$ cat src/rtl/cci_test_run_ctrl.sv
// -----------------------------------------------------------------------------
// cci_test_run_ctrl
//   Test run controller that sits behind the generic test CSR manager. A write
//   to the control CSR starts, aborts or clears a run; the length CSR sets how
//   many request slots a run issues. A run walks IDLE -> RUN -> DRAIN -> DONE,
//   issuing at most one request per cycle (held off by TX almost-full) and
//   counting retired response lines until everything issued has come back or
//   the drain timeout expires.
//
// Ports
//   clk           single clock, all state on posedge
//   reset_n       asynchronous active-low reset
//   wr_ctrl_en    control CSR write strobe: wr_data[0]=start [1]=abort [2]=clear
//   wr_len_en     length CSR write strobe: num_reqs = wr_data[CNT_W-1:0]
//   wr_data       shared 64-bit CSR write data
//   req_alm_full  TX almost-full, blocks issue while high
//   rsp_lines     response lines retired this cycle (0..4)
//   req_valid     issue one request this cycle
//   req_idx       0-based index of the request being issued
//   busy          run in progress (RUN or DRAIN)
//   done          run finished (DONE)
//   rd_status     registered status word:
//                   [0] busy [1] done [2] timeout [3] aborted [4] rsp_ovf
//                   [6:5] state [31:7] 0 [63:32] completed
//   rd_cycles     registered count of cycles spent in RUN+DRAIN
// -----------------------------------------------------------------------------
module cci_test_run_ctrl #(
    parameter int CNT_W         = 32,
    parameter int DRAIN_TIMEOUT = 4096
) (
    input  logic             clk,
    input  logic             reset_n,
    input  logic             wr_ctrl_en,
    input  logic             wr_len_en,
    input  logic [63:0]      wr_data,
    input  logic             req_alm_full,
    input  logic [2:0]       rsp_lines,
    output logic             req_valid,
    output logic [CNT_W-1:0] req_idx,
    output logic             busy,
    output logic             done,
    output logic [63:0]      rd_status,
    output logic [63:0]      rd_cycles
);

    // Drain counter only has to reach DRAIN_TIMEOUT-1 before the forced exit.
    localparam int              TO_W    = (DRAIN_TIMEOUT > 1) ? $clog2(DRAIN_TIMEOUT) : 1;
    localparam logic [TO_W-1:0] TO_LAST = TO_W'(DRAIN_TIMEOUT - 1);

    typedef enum logic [1:0] {
        ST_IDLE  = 2'd0,
        ST_RUN   = 2'd1,
        ST_DRAIN = 2'd2,
        ST_DONE  = 2'd3
    } state_t;

    state_t           r_state;
    state_t           w_state_nxt;

    logic [CNT_W-1:0] r_num_reqs;
    logic [CNT_W-1:0] r_issued;
    logic [CNT_W-1:0] r_completed;
    logic [CNT_W-1:0] r_cycles;
    logic [TO_W-1:0]  r_drain_cnt;
    logic             r_timeout;
    logic             r_aborted;
    logic             r_rsp_ovf;
    logic [63:0]      r_rd_status;
    logic [63:0]      r_rd_cycles;

    logic             w_start;
    logic             w_abort;
    logic             w_clear;
    logic             w_idle_or_done;
    logic             w_launch;
    logic             w_clear_ok;
    logic             w_abort_ok;
    logic             w_issue;
    logic             w_busy;
    logic [CNT_W-1:0] w_issued_nxt;
    logic [CNT_W:0]   w_rsp_sum;
    logic             w_rsp_ovf;
    logic [CNT_W-1:0] w_completed_nxt;
    logic             w_drained;
    logic             w_to_hit;
    logic             w_unused_wr;

    // Only the low bits of the write data are decoded.
    assign w_unused_wr = &{1'b0, wr_data};

    // ---------------------------------------------------------------- decode
    assign w_start        = wr_ctrl_en & wr_data[0];
    assign w_abort        = wr_ctrl_en & wr_data[1];
    assign w_clear        = wr_ctrl_en & wr_data[2];
    assign w_idle_or_done = (r_state == ST_IDLE) || (r_state == ST_DONE);
    assign w_busy         = (r_state == ST_RUN) || (r_state == ST_DRAIN);
    assign w_launch       = w_start && w_idle_or_done;
    // start wins over clear when both bits are set in one write
    assign w_clear_ok     = w_clear && !w_start && (r_state == ST_DONE);
    assign w_abort_ok     = w_abort && (r_state == ST_RUN);

    // An abort write suppresses issue in that same cycle.
    assign w_issue      = (r_state == ST_RUN) && !req_alm_full &&
                          (r_issued < r_num_reqs) && !w_abort_ok;
    assign w_issued_nxt = r_issued + CNT_W'(w_issue);

    // Response accounting against the already-registered issue count; one
    // spare bit so the overflow compare cannot wrap.
    assign w_rsp_sum       = {1'b0, r_completed} + (CNT_W+1)'(rsp_lines);
    assign w_rsp_ovf       = (r_state != ST_IDLE) && (w_rsp_sum > {1'b0, r_issued});
    assign w_completed_nxt = (r_state == ST_IDLE) ? r_completed :
                             w_rsp_ovf            ? r_issued    :
                                                    w_rsp_sum[CNT_W-1:0];

    // Drain completes on the post-update outstanding count.
    assign w_drained = (r_issued == w_completed_nxt);
    assign w_to_hit  = (r_drain_cnt == TO_LAST);

    // ------------------------------------------------------ state register
    always_ff @(posedge clk or negedge reset_n) begin
        if (!reset_n) begin
            r_state <= ST_IDLE;
        end else begin
            r_state <= w_state_nxt;
        end
    end

    // ------------------------------------------------------ next state
    always_comb begin
        w_state_nxt = r_state;
        case (r_state)
            ST_IDLE, ST_DONE: begin
                if (w_start) begin
                    w_state_nxt = (r_num_reqs == '0) ? ST_DONE : ST_RUN;
                end else if (w_clear_ok) begin
                    w_state_nxt = ST_IDLE;
                end
            end
            ST_RUN: begin
                // Also leave RUN if there is nothing left to issue at all.
                if (w_abort_ok ||
                    (w_issue && (w_issued_nxt == r_num_reqs)) ||
                    (r_issued >= r_num_reqs)) begin
                    w_state_nxt = ST_DRAIN;
                end
            end
            ST_DRAIN: begin
                if (w_drained || w_to_hit) begin
                    w_state_nxt = ST_DONE;
                end
            end
            default: w_state_nxt = ST_IDLE;
        endcase
    end

    // ------------------------------------------------------ outputs
    always_comb begin
        req_valid = w_issue;
        req_idx   = r_issued;
        busy      = w_busy;
        done      = (r_state == ST_DONE);
    end

    assign rd_status = r_rd_status;
    assign rd_cycles = r_rd_cycles;

    // ------------------------------------------------------ datapath
    always_ff @(posedge clk or negedge reset_n) begin
        if (!reset_n) begin
            r_num_reqs  <= '0;
            r_issued    <= '0;
            r_completed <= '0;
            r_cycles    <= '0;
            r_drain_cnt <= '0;
            r_timeout   <= 1'b0;
            r_aborted   <= 1'b0;
            r_rsp_ovf   <= 1'b0;
            r_rd_status <= '0;
            r_rd_cycles <= '0;
        end else begin
            // Length is frozen for the duration of a run.
            if (wr_len_en && !w_busy) begin
                r_num_reqs <= wr_data[CNT_W-1:0];
            end

            if (w_launch || w_clear_ok) begin
                r_issued    <= '0;
                r_completed <= '0;
                r_cycles    <= '0;
                r_drain_cnt <= '0;
                r_timeout   <= 1'b0;
                r_aborted   <= 1'b0;
                r_rsp_ovf   <= 1'b0;
            end else begin
                r_issued    <= w_issued_nxt;
                r_completed <= w_completed_nxt;

                // Sticky: more lines than were ever issued, or any in IDLE.
                if (w_rsp_ovf || ((r_state == ST_IDLE) && (rsp_lines != '0))) begin
                    r_rsp_ovf <= 1'b1;
                end

                if (w_busy && (r_cycles != '1)) begin
                    r_cycles <= r_cycles + 1'b1;
                end

                if (w_abort_ok) begin
                    r_aborted <= 1'b1;
                end

                if ((r_state == ST_DRAIN) && !w_drained && w_to_hit) begin
                    r_timeout <= 1'b1;
                end

                r_drain_cnt <= (r_state == ST_DRAIN) ? r_drain_cnt + 1'b1 : '0;
            end

            // Readback words trail the live state by one cycle.
            r_rd_status <= {32'(r_completed), 25'd0, r_state, r_rsp_ovf,
                            r_aborted, r_timeout, (r_state == ST_DONE), w_busy};
            r_rd_cycles <= 64'(r_cycles);
        end
    end

endmodule

$ cat config.mk
export PLATFORM = sky130hd
export DESIGN_NAME = cci_test_run_ctrl
export DESIGN_NICKNAME = d
export VERILOG_FILES = /design/src/rtl/cci_test_run_ctrl.sv
export SDC_FILE = /design/constraint.sdc
export NUM_CORES = 1
export LEC_CHECK = 0
export CAP_MARGIN = 20
export CORE_UTILIZATION = 40
export CTS_BUF_LIST = sky130_fd_sc_hd__clkbuf_16
export DETAILED_ROUTE_END_ITERATION = 10
export MAX_ROUTING_LAYER = met4
export PLACE_DENSITY = 0.59
export SYNTH_ARGS = -nofsm -noshare
export SYNTH_HDL_FRONTEND = slang
export SYNTH_SLANG_ARGS = --single-unit
$ cat constraint.sdc
create_clock -name clk -period 4.92 [get_ports clk]
set_clock_uncertainty 0.05 [all_clocks]
set_input_delay 1.476 -clock clk [delete_from_list [all_inputs] [get_ports clk]]
set_output_delay 1.476 -clock clk [all_outputs]
set_load 0.1 [all_outputs]
==> metrics <==
TritonCTS Sinks=between 200 and 250; grt total ovfl=0; CTS max path bufs=3; count of input and output buffers=145; DRC=0; antenna-violating nets left=0; Worst-path clk slew=60 ps; final worst path period need=4950 ps; uppermost layer routed=met4; vias per inst=~5.4; Ports=235; DR WL/cell=between 15 and 20 um; leakage=0.00839 uW; Final WS setup=-30.7 ps; GRT Total Usage=27.0%; Final Setup Violations=1; Worst setup SP type=input pin; initial DRC count=a little under 1,000; Setup crit end kind=register; Reg2Reg Setup Slack=-10 ps; vias in the first global route=12,200; Crit path largest cell delay=530 ps; design area=about 0.019 mm2; pwr dens=526 mW/mm2; Worst Hold Class=register to register; CTS tree=yes; commonest register cell after synthesis=dfrtp_1; number of max-slew violations in the final report=0; Max-slew headroom=between 30% and 40%; final WL=45,400 um; DR WL met3=between 2000 and 3000 um; reg2reg end=r_state[1]$_DFFE_PN0P_; yosys warns=0; Crit Path Max Fanout=4; Worst path most repeated cell=nor3_2; via count=12,600; Die Footprint=0.0346 mm2; Final Hold Viols=0; layout cells sized above 1=22.6%; Nets=a little over 2,000; fin crit share=101%; H-tree levels=1; #FFs+latches synth=~220; core box area=0.0329 mm2; Critical Path RT=5280 ps; met2 WL=20,800 um; Mapped Area=0.0135 mm2; failing checks=setup timing; WHS Endpoint=rd_status[4]$_DFF_PN0_; DP Worst Slack=-1180 ps; Initial Util=41.1%; Worst IR Drop VDD=0.702 mV; Mapped Avg Cell Area=8.80 um2; cells on worst reg2reg path=19; Detailed Place HPWL=33,800 um; Max Fclk=202 MHz; Synth cell types=83; wl on met1=20,700 um; initial antenna violation count=0; Seq/Total Area, Yosys=39.9%; die width=about 190 um; R2R Path Start=req_idx[21]$_DFF_PN0_; largest net degree at the start of global routing=106; Cell Rows=66; Crit Path Class=input pin to register; n_diodes=0; worst-path cell chain=dlygate4sd2_1, nand2_4, nand4b_1, nor3_2, nor3b_4, ha_2, and4_2, nand4_4, buf_4, nor3_2, and3_4, xnor2_2, a221oi_2, or4b_4, o31ai_4, o21ai_4, mux2_4; Clock Latency Late Sink=530 ps; first-pass GRT wire length=69,300 um; Tightest Pin Transition=1010 ps; MaxCap Viol Count=0; status=finished with violations; Die Y-Extent=186 um; CTS buffer count=25; cell count after synthesis=around 1,500; CP max-delay cell=or4b_4; RSZ-0062 raised after global routing=true; WP data arrival=approximately 5300 ps; dpl cell area=0.0169 mm2; root buf cell=clkbuf_16; Area Growth Syn to Fin=36.9%; PnR Total Power=9740 uW; Post-synth EDFFs=0; Post-synth ARST share=100%; GPL Wtd Cong=about 1; hold_sp=r_rsp_ovf$_DFFE_PN0P_; TritonRoute pass-1 iters=5; TNS Setup=-30.7 ps; Hold Path Stages=0
through the flow:
step | std cells | hold slack, ps | utilization, %
2_1_floorplan | 1594 | 299 | -
3_3_place_gp | 2262 | 318 | 51.3
3_5_place_dp | 2262 | 318 | 51.3
4_1_cts | 2320 | 332 | 54.9
5_1_grt | 2331 | 346 | 56.2
6_report | 2331 | 334 | 56.2
cells in the mapped netlist (4+ instances only):
cell,number,area share [%]
nor4_1,35,1.6
or3_1,12,0.55
a2111oi_0,4,0.26
buf_2,20,0.74
a31oi_1,7,0.32
or2_2,5,0.23
nand2_1,136,3.8
and4_1,13,0.84
or4_1,4,0.22
dfrtp_1,216,40
buf_1,10,0.28
ha_1,75,6.9
a21o_1,17,0.94
nor3_1,47,1.7
buf_4,65,3.6
nand2b_1,9,0.42
and3_1,16,0.74
xor2_1,34,2.2
clkbuf_1,47,1.3
and2_1,14,0.65
a21oi_1,88,3.3
o21ai_0,77,2.8
xnor2_1,112,7.2
o21a_1,7,0.39
nand4_1,43,2.0
nor2b_1,7,0.32
o22ai_1,13,0.60
inv_1,78,2.2
nand3_1,49,1.8
mux2i_1,8,0.59
mux2_2,4,0.33
nor2_1,174,4.8
a211oi_1,14,0.78
timing repair:
action                                  CTS  global route
endpoints found under the setup margin   36            35
cloned                                    0             6
gates resized for setup                  59            53
setup buffers                            14             6
pin swaps                                30            33
hold buffers                              0             0
area by class of cell:
type	count	area, um2
clock buffers	25	626
flip-flops and latches	216	5450
repair buffers	393	3530
fillers	3027	14400
well taps	442	553
multi-input cells	1155	7850
clock inverters	19	215
inverters	81	304
registers in the layout, summed over array words and instances (netlist names):
signal and count:
r_num_reqs 32, r_completed 32, rd_status 39, r_rsp_ovf 1
r_cycles 32, r_state 2, r_aborted 1, req_idx 32
rd_cycles 32, r_timeout 1, r_drain_cnt 12
layout by cell type (no fill, tap or decap), types with 45 or more instances in the layout:
cell and count:
nand3_1 45, inv_1 81, nand2_1 130, nor2_1 171
dfrtp_1 190, o21ai_0 69, ha_1 66, buf_4 230
conb_1 57, xnor2_1 103, a21oi_1 82, clkdlybuf4s50_1 137
worst max-delay path: cells and delay by family:
family	cells	cell delay, ps
adders and majority gates	1	250
muxes	1	300
xor gates and xnor gates	1	140
AOI/OAI and AO/OA	3	540
buffers and inverters	2	470
and+or+nand+nor	9	2120
metal layers:
| layer | up-vias | track usage [%] |
|---|---|---|
| met5 | - | - |
| met3 | 94 | 2.39 |
| met4 | 0 | 8.30 |
| met2 | 440 | 41.9 |
| li1 | 5907 | - |
| met1 | 6125 | 37.2 |
power breakdown:
| group | switching, uW | internal (uW) | total (uW) |
|---|---|---|---|
| sequential | 235 | 2090 | 2320 |
| clock | 735 | 1180 | 1910 |
| combinational | 3410 | 2090 | 5500 |
| total | 4380 | 5360 | 9740 |
cell families after synthesis:
family / after synthesis / synth area share (%)
AO/OA/AOI/OAI: 275 / 12.6
buffers and inverters: 224 / 8.26
flip-flops: 216 / 39.9
AND/OR/NAND/NOR: 586 / 21.6
XOR/XNOR: 146 / 9.45
other: 1 / 0.0277
multiplexers: 14 / 1.12
adder cells (fa/ha/maj): 76 / 7.08
worst max-delay path by stage:
stage	start	depth (start not counted)	slack [ps]	to
final	wr_ctrl_en	17	-30	r_state[1]$_DFFE_PN0P_
after global routing	req_idx[21]$_DFF_PN0_	21	-160	r_state[1]$_DFFE_PN0P_
after CTS	rsp_lines[2]	20	-60	r_state[1]$_DFFE_PN0P_
after detailed placement	rsp_lines[1]	19	-1180	r_state[1]$_DFFE_PN0P_
after global placement	rsp_lines[0]	20	-1120	r_state[1]$_DFFE_PN0P_
after floorplan	wr_ctrl_en	16	-530	r_state[1]$_DFFE_PN0P_
No activity file was read; power rests on OpenSTA's default activity.
